### config.mk
export PLATFORM = sky130hd
export DESIGN_NAME = magcompare_seq_flat
export DESIGN_NICKNAME = d
export VERILOG_FILES = /design/src/rtl/magcompare_seq_if.sv /design/src/rtl/magcompare_seq.sv /design/src/flat_wrapper.sv
export SDC_FILE = /design/constraint.sdc
export NUM_CORES = 1
export LEC_CHECK = 0
export ABC_AREA = 1
export BUFFER_PORTS_ARGS = -buffer_cell sky130_fd_sc_hd__buf_2
export CAP_MARGIN = 40
export CORE_ASPECT_RATIO = 1.4
export CORE_MARGIN = 2
export CORE_UTILIZATION = 35
export DETAILED_ROUTE_END_ITERATION = 7
export PLACE_DENSITY = 0.66
export SLEW_MARGIN = 20
export SYNTH_ARGS = -nofsm -noshare
export SYNTH_HDL_FRONTEND = slang
export SYNTH_HIERARCHICAL = 1
export SYNTH_SLANG_ARGS = --single-unit
export TNS_END_PERCENT = 10
### constraint.sdc
create_clock -name clk -period 1.9 [get_ports clk]
set_input_delay 0.38 -clock clk [delete_from_list [all_inputs] [get_ports clk]]
set_output_delay 0.38 -clock clk [all_outputs]
set_load 0.1 [all_outputs]
### src/rtl/magcompare_seq_if.sv
// Operand/result bundle for the serial magnitude comparator.
// master drives the request side, slave is the comparator itself.
interface magcompare_seq_if #(
  parameter int unsigned WIDTH = 16
);
  logic             start;
  logic [WIDTH-1:0] A;
  logic [WIDTH-1:0] B;
  logic             busy;
  logic             done;
  logic             LT;
  logic             GT;
  logic             EQ;

  modport master (
    output start, A, B,
    input  busy, done, LT, GT, EQ
  );

  modport slave (
    input  start, A, B,
    output busy, done, LT, GT, EQ
  );
endinterface

### src/rtl/magcompare_seq.sv
// Serial unsigned magnitude comparator, 2 bits per cycle, MSB slice first.
// Optional macro MAGSEQ_EARLY_EXIT_EN finishes as soon as a slice differs.
module magcompare2b (
  input  logic [1:0] a_i,
  input  logic [1:0] b_i,
  output logic       lt_o,
  output logic       gt_o,
  output logic       eq_o
);
  always_comb begin
    lt_o = (~a_i[1] & b_i[1]) | ((a_i[1] ~^ b_i[1]) & ~a_i[0] & b_i[0]);
    gt_o = (a_i[1] & ~b_i[1]) | ((a_i[1] ~^ b_i[1]) & a_i[0] & ~b_i[0]);
    eq_o = (a_i == b_i);
  end
endmodule

module magcompare_seq #(
  parameter int unsigned WIDTH = 16
) (
  input  logic              clk,
  input  logic              reset,
  magcompare_seq_if.slave   bus
);
  localparam int unsigned Slices = WIDTH / 2;
  localparam int unsigned CntW   = (Slices > 1) ? $clog2(Slices) : 1;

  if ((WIDTH % 2) != 0 || WIDTH < 2) begin : g_width_check
    $error("magcompare_seq: WIDTH must be even and >= 2");
  end

  typedef enum logic [1:0] {StIdle, StRun, StDone} state_e;

  state_e           state_q, state_d;
  logic [CntW-1:0]  cnt_q, cnt_d;
  logic [WIDTH-1:0] a_q, a_d;
  logic [WIDTH-1:0] b_q, b_d;
  logic             dec_q, dec_d;
  logic             lt_q, lt_d;
  logic             gt_q, gt_d;
  logic             eq_q, eq_d;

  logic [1:0] a_slice, b_slice;
  logic       cell_lt, cell_gt, cell_eq;
  logic       slice_decides;

  always_comb begin
    a_slice = a_q[{cnt_q, 1'b0} +: 2];
    b_slice = b_q[{cnt_q, 1'b0} +: 2];
  end

  magcompare2b u_cell (
    .a_i  (a_slice),
    .b_i  (b_slice),
    .lt_o (cell_lt),
    .gt_o (cell_gt),
    .eq_o (cell_eq)
  );

  // Only the first differing slice counts; later ones are don't-care.
  assign slice_decides = ~dec_q & ~cell_eq;

  always_ff @(posedge clk) begin
    if (reset) begin
      state_q <= StIdle;
      cnt_q   <= '0;
      a_q     <= '0;
      b_q     <= '0;
      dec_q   <= 1'b0;
      lt_q    <= 1'b0;
      gt_q    <= 1'b0;
      eq_q    <= 1'b0;
    end else begin
      state_q <= state_d;
      cnt_q   <= cnt_d;
      a_q     <= a_d;
      b_q     <= b_d;
      dec_q   <= dec_d;
      lt_q    <= lt_d;
      gt_q    <= gt_d;
      eq_q    <= eq_d;
    end
  end

  always_comb begin
    state_d = state_q;
    cnt_d   = cnt_q;
    a_d     = a_q;
    b_d     = b_q;
    dec_d   = dec_q;
    lt_d    = lt_q;
    gt_d    = gt_q;
    eq_d    = eq_q;
    case (state_q)
      StIdle: begin
        if (bus.start) begin
          a_d     = bus.A;
          b_d     = bus.B;
          cnt_d   = CntW'(Slices - 1);
          dec_d   = 1'b0;
          lt_d    = 1'b0;
          gt_d    = 1'b0;
          eq_d    = 1'b0;
          state_d = StRun;
        end
      end
      StRun: begin
        if (cnt_q != '0) begin
          cnt_d = cnt_q - 1'b1;
        end
        if (slice_decides) begin
          dec_d = 1'b1;
          lt_d  = cell_lt;
          gt_d  = cell_gt;
        end
`ifdef MAGSEQ_EARLY_EXIT_EN
        if (slice_decides) begin
          state_d = StDone;
        end
`endif
        if (cnt_q == '0) begin
          state_d = StDone;
          if (!dec_q && cell_eq) begin
            eq_d = 1'b1;
            lt_d = 1'b0;
            gt_d = 1'b0;
          end
        end
      end
      StDone: begin
        state_d = StIdle;
      end
      default: begin
        state_d = StIdle;
      end
    endcase
  end

  // Partial results stay hidden while the compare is still running.
  always_comb begin
    bus.busy = (state_q != StIdle);
    bus.done = (state_q == StDone);
    bus.LT   = lt_q & (state_q != StRun);
    bus.GT   = gt_q & (state_q != StRun);
    bus.EQ   = eq_q & (state_q != StRun);
  end
endmodule

### src/flat_wrapper.sv
// flat-port wrapper written by rule: the top's interface ports become plain ports
module magcompare_seq_flat 
#(
  parameter int unsigned WIDTH = 16
)
  (clk, reset, bus_start, bus_A, bus_B, bus_busy, bus_done, bus_LT, bus_GT, bus_EQ);
  magcompare_seq_if #(.WIDTH(WIDTH)) bus_i ();
  input  logic clk;
  input  logic reset;
  input wire logic [$bits(bus_i.start)-1:0] bus_start;
  input wire logic [$bits(bus_i.A)-1:0] bus_A;
  input wire logic [$bits(bus_i.B)-1:0] bus_B;
  output wire logic [$bits(bus_i.busy)-1:0] bus_busy;
  output wire logic [$bits(bus_i.done)-1:0] bus_done;
  output wire logic [$bits(bus_i.LT)-1:0] bus_LT;
  output wire logic [$bits(bus_i.GT)-1:0] bus_GT;
  output wire logic [$bits(bus_i.EQ)-1:0] bus_EQ;
  assign bus_i.start = bus_start;
  assign bus_i.A = bus_A;
  assign bus_i.B = bus_B;
  assign bus_busy = bus_i.busy;
  assign bus_done = bus_i.done;
  assign bus_LT = bus_i.LT;
  assign bus_GT = bus_i.GT;
  assign bus_EQ = bus_i.EQ;
  magcompare_seq #(.WIDTH(WIDTH)) u_core (.clk(clk), .reset(reset), .bus(bus_i));
endmodule
==> flow_summary.toml <==
[run_status]
status = "complete, but fails checks"
failed_checks = "negative setup slack"

[setup_path]
critPathKind = "flip-flop to flip-flop"
cp.required_ns = 2.08
path_max_fanout = 7
r2r_slack_ns = -0.008
crit_path_start_kind = "flip-flop"
crit_path_cell_trace = "buf_12, nor2_1, nor2_1, nand2_1, o21ai_1, nand2_1, nand2_2, inv_2, ha_4, nand2_4, nor2_4, nand2_1, nand2_1, nand2_2, nand2_1, a21oi_2"
cp.arrival_ns = 2.09
r2r_cells = 16
timing.rr.start = "u_core/cnt_q[0]$_SDFFE_PP0P_"
crit_path_frequent_cell = "nand2_1"
reg2reg_to = "u_core/lt_q$_SDFFE_PP0P_"
critPathMaxStageDelay_ns = 0.44
crit_slowest_cell = "dfxtp_4"
end_kind = "flip-flop"

[synthesis]
synth_top_area_share = 0.410
synth-edff-count = 0
synth_cell_type_count = 21
synth_area_per_cell_um2 = 6.61
yosys_warnings = 6
synth_largest_area_cell = "dfxtp_1"
synth-seq-cells = 41
synth.most_common_cell = "nor2_1"
synthTopCellsByArea = "dfxtp_1 41%, nor2_1 14%, nand2_1 12%, o21ai_0 10%, inv_1 4.5%"
yosys-top-cells-count = "76 x nor2_1, 63 x nand2_1, 41 x dfxtp_1"
ys.flop_type = "dfxtp_1"
synth_cells = 303
ys_seq_area_frac = 0.410
syn-cell-area_um2 = 2000
async_reset_ff_frac = 0
synth_fp_nets = 342

[timing]
fin_ws_ns = -0.00779
drv_slew = 0
holdWs_ns = 0.321
setup_viol = 1
finalHoldViolCount = 0
max_freq_mhz = 524
slew_headroom = 0.611
fin_tns_setup_ns = -0.00779
fin_worst_skew_ns = 0.00346
fin_crit_sh = 1.00
rsz0062_at_grt = "true"
timing.final.crit_period_ns = 1.91
tightestPinTransition_ns = 0.584

[drt]
drt-total-wl_um = 4510
drc = 0
ant_nets = 0
vias = 1944
drt_first_pass_iters = 4
drt-initial-drc-count = 119
wl_per_cell_um = 10.8
viasPerCell = 4.67

[power_and_ir_drop]
p_clk_frac = 0.220
p_leak_nw = 1.17
peakVddDrop_v = 0.000385
p_int_mw = 1.61
pwr_density_cell_nw_per_um2 = 1000
combinationalPowerShare = 0.372
p_sw_mw = 0.899
seq_power_share = 0.408
switching_share = 0.359

[worst_hold_path]
hold_path.class = "input pin to flip-flop"
hp-start = "reset"
hold_path_end = "u_core/lt_q$_SDFFE_PP0P_"
hold_path_depth = 2

[cells_and_area]
drive_gt1_frac = 0.250
synthToLayoutAreaGrowth_pct = 25.1
nFillCells = 589
register_area_um2 = 825
multi_input_area_um2 = 1050
n_antenna_cell = 0
nets = 387
instances_no_fill = 416

[floorplan]
die_w_um = 67.9
core_area_um2 = 5530
num_io_pins = 40
fp.dieH_um = 93.5
dieArea_um2 = 6350
initial_core_util = 0.362
rows = 32

[global_routing]
grt_pass1_wl_um = 7590
grt_util_all_layers = 0.154
grt_pass1_vias = 1834
gr-total-overflow = 0
grt_max_degree = 38
grt_antenna_before_repair = 0

[clock_network]
cts_made_buffers = 5
htreeDepth = 2
cts_hold_buf = 0
cts_root_buf = "clkbuf_8"
cts_tree = "built"
clockBufferDepth = 2
clkTransAtPathRegs_ns = 0.07
clock_latency_ns = 0.28
clock_sinks = 41

[job]
cap_violations = 0

[place]
dp_worst_setup_slack_ns = -0.134
globalplace.congestion = 0.810
placed_cells_incl_taps = 406
port_buffers = 39
dp_hpwl_um = 3270
[cell families (layout without fill, tap and decap cells)]
logic type,after synthesis,after routing,share of synthesized area
simple gates,153,153,0.313
compound gates,61,61,0.154
buf+inv,44,89,0.0981
flops,41,41,0.410
fa+ha+maj,4,4,0.0250
[cell type report]
type | instances | share of cell area
multi-input cells | 218 | 0.419
clock buffers | 7 | 0.0345
flip-flops and latches | 41 | 0.329
repair buffers | 52 | 0.138
well taps | 68 | 0.0340
inverters | 30 | 0.0450
[cells in the final DEF (no fill, tap or decap)]
| cell type | count |
|---|---|
| dfxtp_1 | 40 |
| nand3_4 | 1 |
| nand2_4 | 4 |
| o21ai_1 | 5 |
| nand2_2 | 7 |
| buf_16 | 1 |
| nor2_2 | 3 |
| nor2_1 | 72 |
| inv_2 | 8 |
| clkbuf_8 | 6 |
| a21oi_2 | 1 |
| o21bai_1 | 1 |
| nor2_4 | 3 |
| ha_1 | 3 |
| ha_4 | 1 |
| o21ai_0 | 38 |
| nand3_1 | 7 |
| buf_6 | 1 |
| buf_2 | 39 |
| buf_12 | 1 |
| clkbuf_16 | 1 |
| inv_1 | 22 |
| a21oi_1 | 16 |
| nand2_1 | 56 |
| buf_4 | 9 |
| dfxtp_4 | 1 |
| clkbuf_1 | 1 |
[per-stage QoR]
stage,utilization,instance area (um2),total power [mW]
final,0.453,2500,2.51
after detailed placement,0.414,2290,1.81
after global routing,0.453,2500,2.69
after CTS,0.440,2430,2.43
after global placement,0.414,2290,1.79
after floorplan,-,2000,1.62
[registers in the layout, summed over array words and instances (netlist names)]
signal,count
u_core/eq_q,1
u_core/state_q,2
u_core/dec_q,1
u_core/cnt_q,3
u_core/lt_q,1
u_core/b_q,16
u_core/a_q,16
u_core/gt_q,1
[power groups by stage]
stage / logic [mW] / clock network [mW] / registers, mW
after floorplan: 0.602 / 0 / 1.01
after global placement: 0.759 / 0 / 1.03
after detailed placement: 0.773 / 0 / 1.03
after CTS: 0.836 / 0.575 / 1.02
after global routing: 1.05 / 0.602 / 1.03
final: 0.933 / 0.550 / 1.02
[critical path, delay by kind of cell (launching register included)]
family                     cells  cell delay (ns)
AOI/OAI and AO/OA              2             0.12
adders and majority gates      1             0.28
buffers and inverters          2             0.17
DFF                            1             0.44
and+or+nand+nor               11             0.79
[timing repair]
action	4_1_cts	5_1_grt
buffers inserted	0	1
resized for setup	12	13
setup endpoints to repair	4	4
pin swaps	7	12
gates cloned	1	1
[layer usage]
layer	global-route usage	share of wire	up-vias
met1	0.184	0.43	861
met3	0.0265	0.045	8
li1	-	-	1030
met4	0.0667	0.023	0
met5	0	0	-
met2	0.263	0.50	45
[worst max-delay path by stage]
stage                                         startpoint                  endpoint  slack [ns]  depth (start not counted)
final                       u_core/cnt_q[0]$_SDFFE_PP0P_  u_core/lt_q$_SDFFE_PP0P_      -0.008                         16
after global routing        u_core/cnt_q[0]$_SDFFE_PP0P_  u_core/gt_q$_SDFFE_PP0P_       -0.17                         17
after CTS                   u_core/cnt_q[0]$_SDFFE_PP0P_  u_core/lt_q$_SDFFE_PP0P_       -0.03                         17
after detailed placement    u_core/cnt_q[0]$_SDFFE_PP0P_  u_core/lt_q$_SDFFE_PP0P_       -0.13                         17
after global placement      u_core/cnt_q[0]$_SDFFE_PP0P_  u_core/gt_q$_SDFFE_PP0P_       -0.05                         17
after floorplan           u_core/state_q[0]$_SDFFE_PP0P_                    bus_EQ       -0.21                          3
Power figures use the tool's default switching activity.
